`src/rtl/i2c_pkg.sv`:
```
// Shared definitions for the I2C configuration sequencer: master register map,
// STATUS/CONFIG bit positions, error codes and sequencer states.
package i2c_pkg;

    localparam logic [7:0] REG_ADDR       = 8'h00;
    localparam logic [7:0] REG_CLK_DIV    = 8'h01;
    localparam logic [7:0] REG_CONFIG     = 8'h02;
    localparam logic [7:0] REG_STATUS     = 8'h03;
    localparam logic [7:0] REG_DATA_CACHE = 8'h10;

    localparam int STATUS_BUSY_BIT = 0;
    localparam int STATUS_NACK_BIT = 1;

    // CONFIG layout: enables in the low nibble, read direction flag, byte count in [15:8]
    localparam int CFG_START_EN_BIT  = 0;
    localparam int CFG_STOP_EN_BIT   = 1;
    localparam int CFG_INIT_BIT      = 2;
    localparam int CFG_READ_BIT      = 3;
    localparam int CFG_NUM_BYTES_LSB = 8;
    localparam int CFG_NUM_BYTES_W   = 8;

    typedef enum logic [1:0] {
        ERR_NONE    = 2'b00,
        ERR_NACK    = 2'b01,
        ERR_TIMEOUT = 2'b10
    } err_code_t;

    typedef enum logic [3:0] {
        IDLE,
        CLKDIV,
        FETCH,
        WR_ADDR,
        WR_D0,
        WR_D1,
        WR_CFG,
        GAP,
        POLL,
        CHECK,
        NEXT,
        FAIL
    } seq_state_t;

    function automatic logic [31:0] cfg_word(input logic [7:0] num_bytes, input logic read);
        logic [31:0] w;
        w                   = '0;
        w[CFG_START_EN_BIT] = 1'b1;
        w[CFG_STOP_EN_BIT]  = 1'b1;
        w[CFG_INIT_BIT]     = 1'b1;
        w[CFG_READ_BIT]     = read;
        w[CFG_NUM_BYTES_LSB +: CFG_NUM_BYTES_W] = num_bytes;
        return w;
    endfunction

endpackage

```
`src/rtl/lb_xact.sv`:
```
// Single-outstanding local-bus access engine: turns a one-cycle request into one
// strobe, holds address/data until the matching valid, then pulses ack.
module lb_xact #(
    parameter int ADDR_W = 8,
    parameter int DATA_W = 32
) (
    input  logic              clk,
    input  logic              rst_n,
    input  logic              req,
    input  logic              wr,
    input  logic [ADDR_W-1:0] addr,
    input  logic [DATA_W-1:0] wdata,
    output logic              ack,
    output logic [DATA_W-1:0] rdata,
    output logic              lb_wr_en,
    output logic              lb_rd_en,
    output logic [ADDR_W-1:0] lb_addr,
    output logic [DATA_W-1:0] lb_wr_data,
    input  logic              lb_wr_valid,
    input  logic              lb_rd_valid,
    input  logic [DATA_W-1:0] lb_rd_data
);

    logic pending;
    logic pending_wr;
    logic resp;

    assign resp = pending_wr ? lb_wr_valid : lb_rd_valid;

    // Requests arriving while an access is outstanding are dropped; the sequencer never does that.
    always_ff @(posedge clk or negedge rst_n) begin
        if (!rst_n) begin
            pending    <= 1'b0;
            pending_wr <= 1'b0;
            ack        <= 1'b0;
            rdata      <= '0;
            lb_wr_en   <= 1'b0;
            lb_rd_en   <= 1'b0;
            lb_addr    <= '0;
            lb_wr_data <= '0;
        end else begin
            lb_wr_en <= 1'b0;
            lb_rd_en <= 1'b0;
            ack      <= 1'b0;
            if (!pending) begin
                if (req) begin
                    pending    <= 1'b1;
                    pending_wr <= wr;
                    lb_addr    <= addr;
                    lb_wr_en   <= wr;
                    lb_rd_en   <= !wr;
                    if (wr) begin
                        lb_wr_data <= wdata;
                    end
                end
            end else if (resp) begin
                pending <= 1'b0;
                ack     <= 1'b1;
                if (!pending_wr) begin
                    rdata <= lb_rd_data;
                end
            end
        end
    end

endmodule

```
`src/rtl/i2c_cfg_seq.sv`:
```
// Walks a configuration ROM and programs each entry into an I2C master over the
// local bus: device address, two data bytes, CONFIG kick, then STATUS polling.
module i2c_cfg_seq
    import i2c_pkg::*;
#(
    parameter int          LB_DATA_W   = 32,
    parameter int          LB_ADDR_W   = 8,
    parameter int          TBL_DEPTH   = 16,
    parameter int          TBL_IDX_W   = 4,
    parameter logic [7:0]  CLK_DIV_VAL = 8'd50,
    parameter int          POLL_GAP    = 8,
    parameter logic [15:0] POLL_MAX    = 16'hFFFF,
    parameter int          MAX_RETRY   = 2
) (
    input  logic                 clk,
    input  logic                 rst_n,
    input  logic                 start,
    output logic                 busy,
    output logic                 done,
    output logic                 err,
    output logic [TBL_IDX_W-1:0] err_idx,
    output logic [1:0]           err_code,
    output logic [TBL_IDX_W-1:0] tbl_addr,
    input  logic [23:0]          tbl_data,
    output logic                 lb_wr_en,
    output logic                 lb_rd_en,
    output logic [LB_ADDR_W-1:0] lb_addr,
    output logic [LB_DATA_W-1:0] lb_wr_data,
    input  logic                 lb_wr_valid,
    input  logic                 lb_rd_valid,
    input  logic [LB_DATA_W-1:0] lb_rd_data
);

    seq_state_t           state;
    logic [TBL_IDX_W-1:0] idx;
    logic [7:0]           retry;
    logic [7:0]           gap_cnt;
    logic [15:0]          poll_cnt;
    logic [1:0]           fetch_cnt;
    logic [6:0]           ent_dev;
    logic [7:0]           ent_b0;
    logic [7:0]           ent_b1;
    logic                 nack_seen;
    err_code_t            fail_code;

    logic                 req;
    logic                 req_wr;
    logic [LB_ADDR_W-1:0] req_addr;
    logic [LB_DATA_W-1:0] req_data;
    logic                 in_flight;
    logic                 ack;
    logic [LB_DATA_W-1:0] rdata;
    logic                 xfer_done;

    logic                 op_valid;
    logic                 op_wr;
    logic [7:0]           op_addr;
    logic [31:0]          op_data;

    logic                 unused_bits;
    assign unused_bits = ^{rdata, tbl_data[16]};

    assign xfer_done = in_flight && ack;

    // Which bus access (if any) the current state owns.
    always_comb begin
        op_valid = 1'b1;
        op_wr    = 1'b1;
        op_addr  = REG_ADDR;
        op_data  = '0;
        case (state)
            CLKDIV: begin
                op_addr = REG_CLK_DIV;
                op_data = 32'(CLK_DIV_VAL);
            end
            WR_ADDR: op_data = {24'h0, ent_dev, 1'b0};
            WR_D0: begin
                op_addr = REG_DATA_CACHE;
                op_data = {24'h0, ent_b0};
            end
            WR_D1: begin
                op_addr = REG_DATA_CACHE + 8'd1;
                op_data = {24'h0, ent_b1};
            end
            WR_CFG: begin
                op_addr = REG_CONFIG;
                op_data = cfg_word(8'd2, 1'b0);
            end
            POLL: begin
                op_wr   = 1'b0;
                op_addr = REG_STATUS;
            end
            default: op_valid = 1'b0;
        endcase
    end

    always_ff @(posedge clk or negedge rst_n) begin
        if (!rst_n) begin
            state     <= IDLE;
            idx       <= '0;
            retry     <= '0;
            gap_cnt   <= '0;
            poll_cnt  <= '0;
            fetch_cnt <= '0;
            ent_dev   <= '0;
            ent_b0    <= '0;
            ent_b1    <= '0;
            nack_seen <= 1'b0;
            fail_code <= ERR_NONE;
            req       <= 1'b0;
            req_wr    <= 1'b0;
            req_addr  <= '0;
            req_data  <= '0;
            in_flight <= 1'b0;
            busy      <= 1'b0;
            done      <= 1'b0;
            err       <= 1'b0;
            err_idx   <= '0;
            err_code  <= '0;
            tbl_addr  <= '0;
        end else begin
            req  <= 1'b0;
            done <= 1'b0;

            // Each bus state issues exactly one request on entry and then waits for its ack.
            if (op_valid && !in_flight) begin
                req       <= 1'b1;
                req_wr    <= op_wr;
                req_addr  <= LB_ADDR_W'(op_addr);
                req_data  <= LB_DATA_W'(op_data);
                in_flight <= 1'b1;
            end else if (xfer_done) begin
                in_flight <= 1'b0;
            end

            case (state)
                IDLE: begin
                    if (start) begin
                        err      <= 1'b0;
                        err_idx  <= '0;
                        err_code <= '0;
                        idx      <= '0;
                        retry    <= '0;
                        poll_cnt <= '0;
                        busy     <= 1'b1;
                        state    <= CLKDIV;
                    end
                end
                CLKDIV: begin
                    if (xfer_done) begin
                        fetch_cnt <= '0;
                        state     <= FETCH;
                    end
                end
                FETCH: begin
                    // Address is registered, ROM adds one more cycle before data is usable.
                    if (fetch_cnt == 2'd0) begin
                        tbl_addr  <= idx;
                        fetch_cnt <= 2'd1;
                    end else if (fetch_cnt == 2'd1) begin
                        fetch_cnt <= 2'd2;
                    end else begin
                        ent_dev <= tbl_data[23:17];
                        ent_b0  <= tbl_data[15:8];
                        ent_b1  <= tbl_data[7:0];
                        state   <= WR_ADDR;
                    end
                end
                WR_ADDR: if (xfer_done) state <= WR_D0;
                WR_D0:   if (xfer_done) state <= WR_D1;
                WR_D1:   if (xfer_done) state <= WR_CFG;
                WR_CFG: begin
                    if (xfer_done) begin
                        gap_cnt <= '0;
                        state   <= GAP;
                    end
                end
                GAP: begin
                    if (gap_cnt == 8'(POLL_GAP - 1)) begin
                        state <= POLL;
                    end else begin
                        gap_cnt <= gap_cnt + 8'd1;
                    end
                end
                POLL: begin
                    if (xfer_done) begin
                        poll_cnt <= poll_cnt + 16'd1;
                        if (rdata[STATUS_BUSY_BIT]) begin
                            if (poll_cnt + 16'd1 == POLL_MAX) begin
                                fail_code <= ERR_TIMEOUT;
                                state     <= FAIL;
                            end else begin
                                gap_cnt <= '0;
                                state   <= GAP;
                            end
                        end else begin
                            nack_seen <= rdata[STATUS_NACK_BIT];
                            state     <= CHECK;
                        end
                    end
                end
                CHECK: begin
                    if (!nack_seen) begin
                        state <= NEXT;
                    end else if (retry < 8'(MAX_RETRY)) begin
                        retry <= retry + 8'd1;
                        state <= WR_ADDR;
                    end else begin
                        fail_code <= ERR_NACK;
                        state     <= FAIL;
                    end
                end
                NEXT: begin
                    if (idx == TBL_IDX_W'(TBL_DEPTH - 1)) begin
                        done  <= 1'b1;
                        busy  <= 1'b0;
                        state <= IDLE;
                    end else begin
                        idx       <= idx + 1'b1;
                        retry     <= '0;
                        poll_cnt  <= '0;
                        fetch_cnt <= '0;
                        state     <= FETCH;
                    end
                end
                FAIL: begin
                    err      <= 1'b1;
                    err_idx  <= idx;
                    err_code <= fail_code;
                    busy     <= 1'b0;
                    state    <= IDLE;
                end
                default: begin
                    busy  <= 1'b0;
                    state <= IDLE;
                end
            endcase
        end
    end

    lb_xact #(
        .ADDR_W(LB_ADDR_W),
        .DATA_W(LB_DATA_W)
    ) u_xact (
        .clk        (clk),
        .rst_n      (rst_n),
        .req        (req),
        .wr         (req_wr),
        .addr       (req_addr),
        .wdata      (req_data),
        .ack        (ack),
        .rdata      (rdata),
        .lb_wr_en   (lb_wr_en),
        .lb_rd_en   (lb_rd_en),
        .lb_addr    (lb_addr),
        .lb_wr_data (lb_wr_data),
        .lb_wr_valid(lb_wr_valid),
        .lb_rd_valid(lb_rd_valid),
        .lb_rd_data (lb_rd_data)
    );

endmodule

```
`config.mk`:
```
export PLATFORM = sky130hd
export DESIGN_NAME = i2c_cfg_seq
export DESIGN_NICKNAME = d
export VERILOG_FILES = /design/src/rtl/i2c_pkg.sv /design/src/rtl/lb_xact.sv /design/src/rtl/i2c_cfg_seq.sv
export SDC_FILE = /design/constraint.sdc
export NUM_CORES = 1
export LEC_CHECK = 0
export CAP_MARGIN = 20
export CORE_UTILIZATION = 40
export CTS_CLUSTER_DIAMETER = 200
export DETAILED_ROUTE_END_ITERATION = 8
export PLACE_DENSITY = 0.66
export SETUP_SLACK_MARGIN = 0.1
export SYNTH_ARGS = -nofsm -noshare
export SYNTH_HDL_FRONTEND = slang
export SYNTH_SLANG_ARGS = --single-unit
```
`constraint.sdc`:
```
create_clock -name clk -period 3.2 [get_ports clk]
set_input_delay 0.64 -clock clk [delete_from_list [all_inputs] [get_ports clk]]
set_output_delay 0.64 -clock clk [all_outputs]
set_load 0.005 [all_outputs]
```
==> results of run 1 <==
-- cells in the final DEF (no fill, tap or decap), types with 4 or more instances in the layout --
master	count
nand2_1	151
dfrtp_1	115
clkdlybuf4s50_1	55
o21ai_0	54
nor2_1	40
conb_1	28
nand3_1	27
a21oi_1	23
inv_1	17
clkbuf_16	17
nor2b_1	13
buf_4	13
nor3_1	11
mux2_2	8
a31oi_1	7
o31ai_1	7
o22ai_1	7
xor2_1	6
a22o_1	6
a22oi_1	6
ha_1	5
clkinv_2	5
o22a_1	4
and2_1	4
clkbuf_8	4
-- registers in the layout, summed over array words and instances (netlist names), 2 cells and up --
| name | count |
|---|---|
| idx | 4 |
| u_xact.lb_addr | 3 |
| fetch_cnt | 2 |
| req_data | 9 |
| err_code | 2 |
| ent_dev | 7 |
| retry | 8 |
| state | 4 |
| ent_b0 | 8 |
| err_idx | 4 |
| poll_cnt | 16 |
| u_xact.rdata | 2 |
| tbl_addr | 4 |
| gap_cnt | 8 |
| u_xact.lb_wr_data | 9 |
| fail_code | 2 |
| req_addr | 3 |
| ent_b1 | 8 |
-- cells by family after synthesis --
| family | after synthesis | synth area share, % |
|---|---|---|
| other | 1 | 0.0639 |
| DFF | 115 | 49.0 |
| and+or+nand+nor | 291 | 23.5 |
| xor gates and xnor gates | 9 | 1.34 |
| buffers and inverters | 81 | 7.46 |
| adders and majority gates | 5 | 1.07 |
| AOI/OAI and AO/OA | 144 | 15.5 |
| muxes | 11 | 2.05 |
-- where the power goes --
group / internal, mW / switching, mW
registers: 1.99 / 0.586
logic: 0.931 / 1.12
clock network: 1.14 / 0.643
-- worst reg2reg max path, delay by kind of cell, from the launching register on --
kind                       cells  cell delay (ns)
AOI/OAI and AO/OA              2             0.50
and+or+nand+nor                3             0.97
DFF                            1             0.46
adders and majority gates      1             0.36
xor gates and xnor gates       1             0.18
-- through the flow --
stage               instance area, um2  hold slack, ns  setup WS, ns
floorplan                         5970           0.344         0.893
global placement                  6500           0.455         0.545
detailed placement                6500           0.455         0.530
CTS                               7060           0.301         0.603
global route                      7060           0.336         0.365
finish                            7060           0.279         0.603
-- metal layers --
layer  GRT usage [%]  up-vias
met3            4.98       17
met4            7.38        0
met1            26.7     2343
li1                -     2320
met2            28.1      137
met5               0        -
-- cell type report --
class / count / area [um2]
timing repair buffer: 69 / 668
inverter: 19 / 71.3
fill: 1325 / 7030
multi-input combinational: 488 / 2660
sequential: 115 / 2880
tap: 180 / 225
clock inverter: 9 / 80.1
clock buffer: 22 / 484
-- worst max path at each step --
stage	start	to	slack, ns	cells past startpoint
2_1_floorplan	poll_cnt[0]	gap_cnt[4]	0.89	8
3_3_place_gp	start	retry[4]	0.54	7
3_5_place_dp	start	retry[3]	0.53	7
5_1_grt	poll_cnt[0]	fail_code[0]	0.37	7
6_report	poll_cnt[0]	fail_code[0]	0.60	7
4_1_cts	poll_cnt[0]	fail_code[0]	0.60	7
==> impl_metrics.tcl, run 1 <==
set metrics [dict create \
    status "finished, final reports clean" \
    start_util_pct 41.6 \
    routed_wirelength_um 13100 \
    postSynthCellCount 657 \
    core_area_um2 14100 \
    clockBufferDepth 2 \
    worstPathArrival_ns 2.88 \
    grt_pass1_wl_um 22300 \
    final_antenna_net_count 0 \
    fp.dieW_um 123 \
    leakage_nw 3.17 \
    finalHoldViolCount 0 \
    die-area_um2 15200 \
    fin_crit_sh_pct 81.1 \
    cp-start-kind "flop" \
    cp_data_required_time_ns 3.49 \
    post_drt_wl_per_cell_um 14.5 \
    cts.sinks 115 \
    worst-r2r-setup-slack_ns 0.60 \
    nNetsFinal 776 \
    rsz0062_at_grt "no" \
    postCtsHoldBufs 0 \
    h-tree-depth 4 \
    final_cells 902 \
    met1_length_um 6330 \
    pwr_density_cell_nw_per_um2 907 \
    synth_area_um2 5870 \
    final.setup.tns_ns 0 \
    crit_chain "ha_1 -> nand2_1 -> or4_4 -> xor2_1 -> a211oi_2 -> nand3_1 -> o2bb2ai_1" \
    drive_above_1_share_pct 9.70 \
    maxSlewHeadroom_pct 48.1 \
    cp_slowest_stage_delay_ns 0.60 \
    maxCapViolCount 0 \
    wl_met3_um 610 \
    cp_num_buf_inv 0 \
    critical_path_class "reg2reg" \
    seq_area_frac_synth_pct 49.0 \
    final_util_pct 50.1 \
    root_buffer "clkbuf_16" \
    first_pass_iters 6 \
    synthFlopType "dfrtp_1" \
    cts_resized 0 \
    async_flop_share_pct 100 \
    dr_wl_met2_um 5950 \
    cp-end-kind "flop" \
    post_cts_buffers 0 \
    postSynthAreaPerCell_um2 8.94 \
    finalPower_mw 6.41 \
    io_buffers 56 \
    synth_seq_cells 115 \
    fmax_ghz 0.385 \
    r2r_start "poll_cnt[0]" \
    dr.max_layer_used "met4" \
    min_period_ns 2.60 \
    rows 43 \
    dp_hpwl_um 9030 \
    gp_congestion 0.814 \
    cts_tree "yes" \
    setup_viol 0 \
    path_clk_slew_ns 0.05 \
    netlist_top_cells_count "151 x nand2_1, 115 x dfrtp_1, 54 x o21ai_0, 40 x nor2_1, 29 x buf_4" \
    worstMarginPinSlew_ns 0.772 \
    maxSlewViolCount 0 \
    crit_family "simple AND/OR/NAND/NOR gates" \
    grt_max_degree 56 \
    overflow 0 \
    routed_via_density 5.34 \
    yosys_warnings 0 \
    fin_skew_ns 0.00872 \
    synth.top_cell.area_share_pct 49.0 \
    die-height_um 123 \
    synth_edf_count 0 \
    yosysUniqueCellTypes 71 \
    io_pins 116 \
    cp_max_fo 10 \
    place_inst 871 \
    synth.area.top_cells "dfrtp_1 49%, nand2_1 9.7%, o21ai_0 4.6%" \
    worst_hold_path_type "in2async" \
    clk_latency_ns 0.41 \
    yosys.area.top_type "dfrtp_1" \
    area_growth_pct 20.3 \
    grt_antenna_before_repair 0 \
    synth_most_common_cell "nand2_1" \
    worstRegToRegCells 7 \
    first_iter_violations 315 \
    track_usage_pct 19.0 \
    irDropWorstVdd_v 0.000432 \
    antenna_cells 0 \
    crit_slowest_cell "or4_4" \
    vias 4817 \
    regToRegEndpoint "fail_code[0]" \
    grt_pass1_vias 4525 \
    drc_errors 0 \
    cts_made_buffers 17 \
]
Power figures use the tool's default switching activity.
==> run 2, diff against run 1 <==
==> constraint.sdc (replaced) <==
create_clock -name clk -period 2.4 [get_ports clk]
set_input_delay 0.48 -clock clk [delete_from_list [all_inputs] [get_ports clk]]
set_output_delay 0.48 -clock clk [all_outputs]
set_load 0.005 [all_outputs]
==> impl_metrics.tcl, run 2 (same netlist as run 1, synthesis figures left out) <==
set metrics [dict create \
    status "finished, final reports clean" \
    path_clk_slew_ns 0.05 \
    io_buffers 56 \
    worst-r2r-setup-slack_ns 0.15 \
    min_period_ns 2.25 \
    r2r_start "poll_cnt[1]" \
    cp-end-kind "flop" \
    crit_family "compound AO/OA/AOI/OAI gates" \
    fin_crit_sh_pct 94.0 \
    final_util_pct 52.0 \
    start_util_pct 41.6 \
    overflow 0 \
    dp_hpwl_um 9400 \
    core_area_um2 14100 \
    root_buffer "clkbuf_16" \
    cp_data_required_time_ns 2.74 \
    worstPathArrival_ns 2.60 \
    vias 4851 \
    crit_slowest_cell "or4b_4" \
    worstMarginPinSlew_ns 0.624 \
    final_cells 927 \
    worstSetupStartpoint "poll_cnt[1]" \
    grt_antenna_before_repair 0 \
    critical_path_class "reg2reg" \
    routed_via_density 5.23 \
    postPlaceCellArea_um2 6690 \
    use_met1_pct 25.1 \
    cp-start-kind "flop" \
    cts_tree "yes" \
    cp_num_buf_inv 0 \
    maxSlewHeadroom_pct 58.1 \
    first_pass_iters 4 \
    area_growth_pct 24.8 \
    grt_use_met3_pct 4.98 \
    h-tree-depth 4 \
    die-height_um 123 \
    pwr_density_cell_nw_per_um2 1220 \
    fmax_ghz 0.443 \
    drive_above_1_share_pct 13.1 \
    top_usage_layer "met2" \
    io_pins 116 \
    irDropWorstVdd_v 0.000634 \
    regMostFlops "poll_cnt" \
    reg.largest.list "poll_cnt: 16 flops, req_data: 9 flops, u_xact.lb_wr_data: 9 flops" \
    maxSlewViolCount 0 \
    post_drt_wl_per_cell_um 14.4 \
    maxCapViolCount 0 \
    cp_slowest_stage_delay_ns 0.55 \
    antenna_cells 0 \
    worst-path-stages 7 \
    crit_chain "ha_4 -> and4b_1 -> o2111ai_1 -> a22o_1 -> or4b_4 -> o21ai_2 -> o22a_1" \
    fillers 1338 \
    worst_hold_path_type "in2async" \
    final_common_cell "nand2_1" \
    clockBufferDepth 2 \
    fin_skew_ns 0.0103 \
    fp.dieW_um 123 \
    cts_made_buffers 17 \
    nNetsFinal 802 \
    die-area_um2 15200 \
    first_iter_violations 379 \
    drc_errors 0 \
    cp_max_fo 6 \
    grt_use_met2_pct 29.6 \
    layout_common_cells "151 x nand2_1, 115 x dfrtp_1, 55 x clkdlybuf4s50_1" \
    grt_max_degree 51 \
    design_area_um2 7330 \
    cts.sinks 115 \
    endpoint "gap_cnt[3]" \
    finalPower_mw 8.94 \
    grt_pass1_wl_um 22200 \
    final.setup.tns_ns 0 \
    finalHoldViolCount 0 \
    track_usage_pct 18.8 \
    rows 43 \
    gp_congestion 0.844 \
    final_antenna_net_count 0 \
    rsz0062_at_grt "yes" \
    routed_wirelength_um 13300 \
    setup_viol 0 \
    leakage_nw 3.31 \
    regToRegEndpoint "gap_cnt[3]" \
    largest_reg_flops 16 \
    clk_latency_ns 0.41 \
    worstRegToRegCells 7 \
    grt_pass1_vias 4642 \
    place_inst 895 \
]
## run 2: stage by stage
| stage | setup slack [ns] | hold slack (ns) |
|---|---|---|
| 2_1_floorplan | 0.114 | 0.184 |
| 3_3_place_gp | 0.133 | 0.456 |
| 3_5_place_dp | 0.0898 | 0.455 |
| 4_1_cts | 0.111 | 0.0547 |
| 5_1_grt | 0.0376 | 0.0800 |
| 6_report | 0.145 | 0.0504 |
## run 2: final cells by class
type | instances | area [um2] | share of cell area (%)
Timing Repair Buffer | 95 | 863 | 11.8
Sequential cell | 115 | 2880 | 39.3
Clock inverter | 8 | 126 | 1.73
Clock buffer | 22 | 484 | 6.61
Multi-Input combinational cell | 488 | 2680 | 36.5
Inverter | 19 | 71.3 | 0.974
Tap cell | 180 | 225 | 3.07
## run 2: worst reg2reg max path, stage by stage, from the launching register on
cell and delay, ns:
dfrtp_1 0.41, ha_4 0.19, and4b_1 0.24, o2111ai_1 0.12, a22o_1 0.26, or4b_4 0.55, o21ai_2 0.24, o22a_1 0.18
## run 2: power breakdown
part | internal [mW] | leakage [nW] | switching, mW
Clock | 1.73 | 0.290 | 0.842
Combinational | 1.40 | 1.53 | 1.73
Sequential | 2.66 | 1.49 | 0.577
Total | 5.79 | 3.31 | 3.15
## run 2: per-layer routing
metal / part of all wire [%] / vias up
li1: - / 2385
met1: 47 / 2329
met2: 47 / 124
met3: 4.4 / 13
met4: 0.93 / 0
met5: 0 / -
## run 2: how the worst min path moves through the flow
stage / endpoint / cells past startpoint
4_1_cts: poll_cnt[8] / 1
3_3_place_gp: u_xact.lb_wr_data[3] / 2
2_1_floorplan: busy / 0
6_report: poll_cnt[2] / 1
5_1_grt: poll_cnt[7] / 1
3_5_place_dp: u_xact.lb_wr_data[3] / 2
## run 2: repair_timing
| item | CTS | global route |
|---|---|---|
| pin swaps | 2 | 1 |
| gates cloned | 0 | 0 |
| gates resized for setup | 0 | 2 |
| hold buffers | 0 | 0 |
| endpoints found under the setup margin | 4 | 20 |
| setup buffers | 0 | 2 |
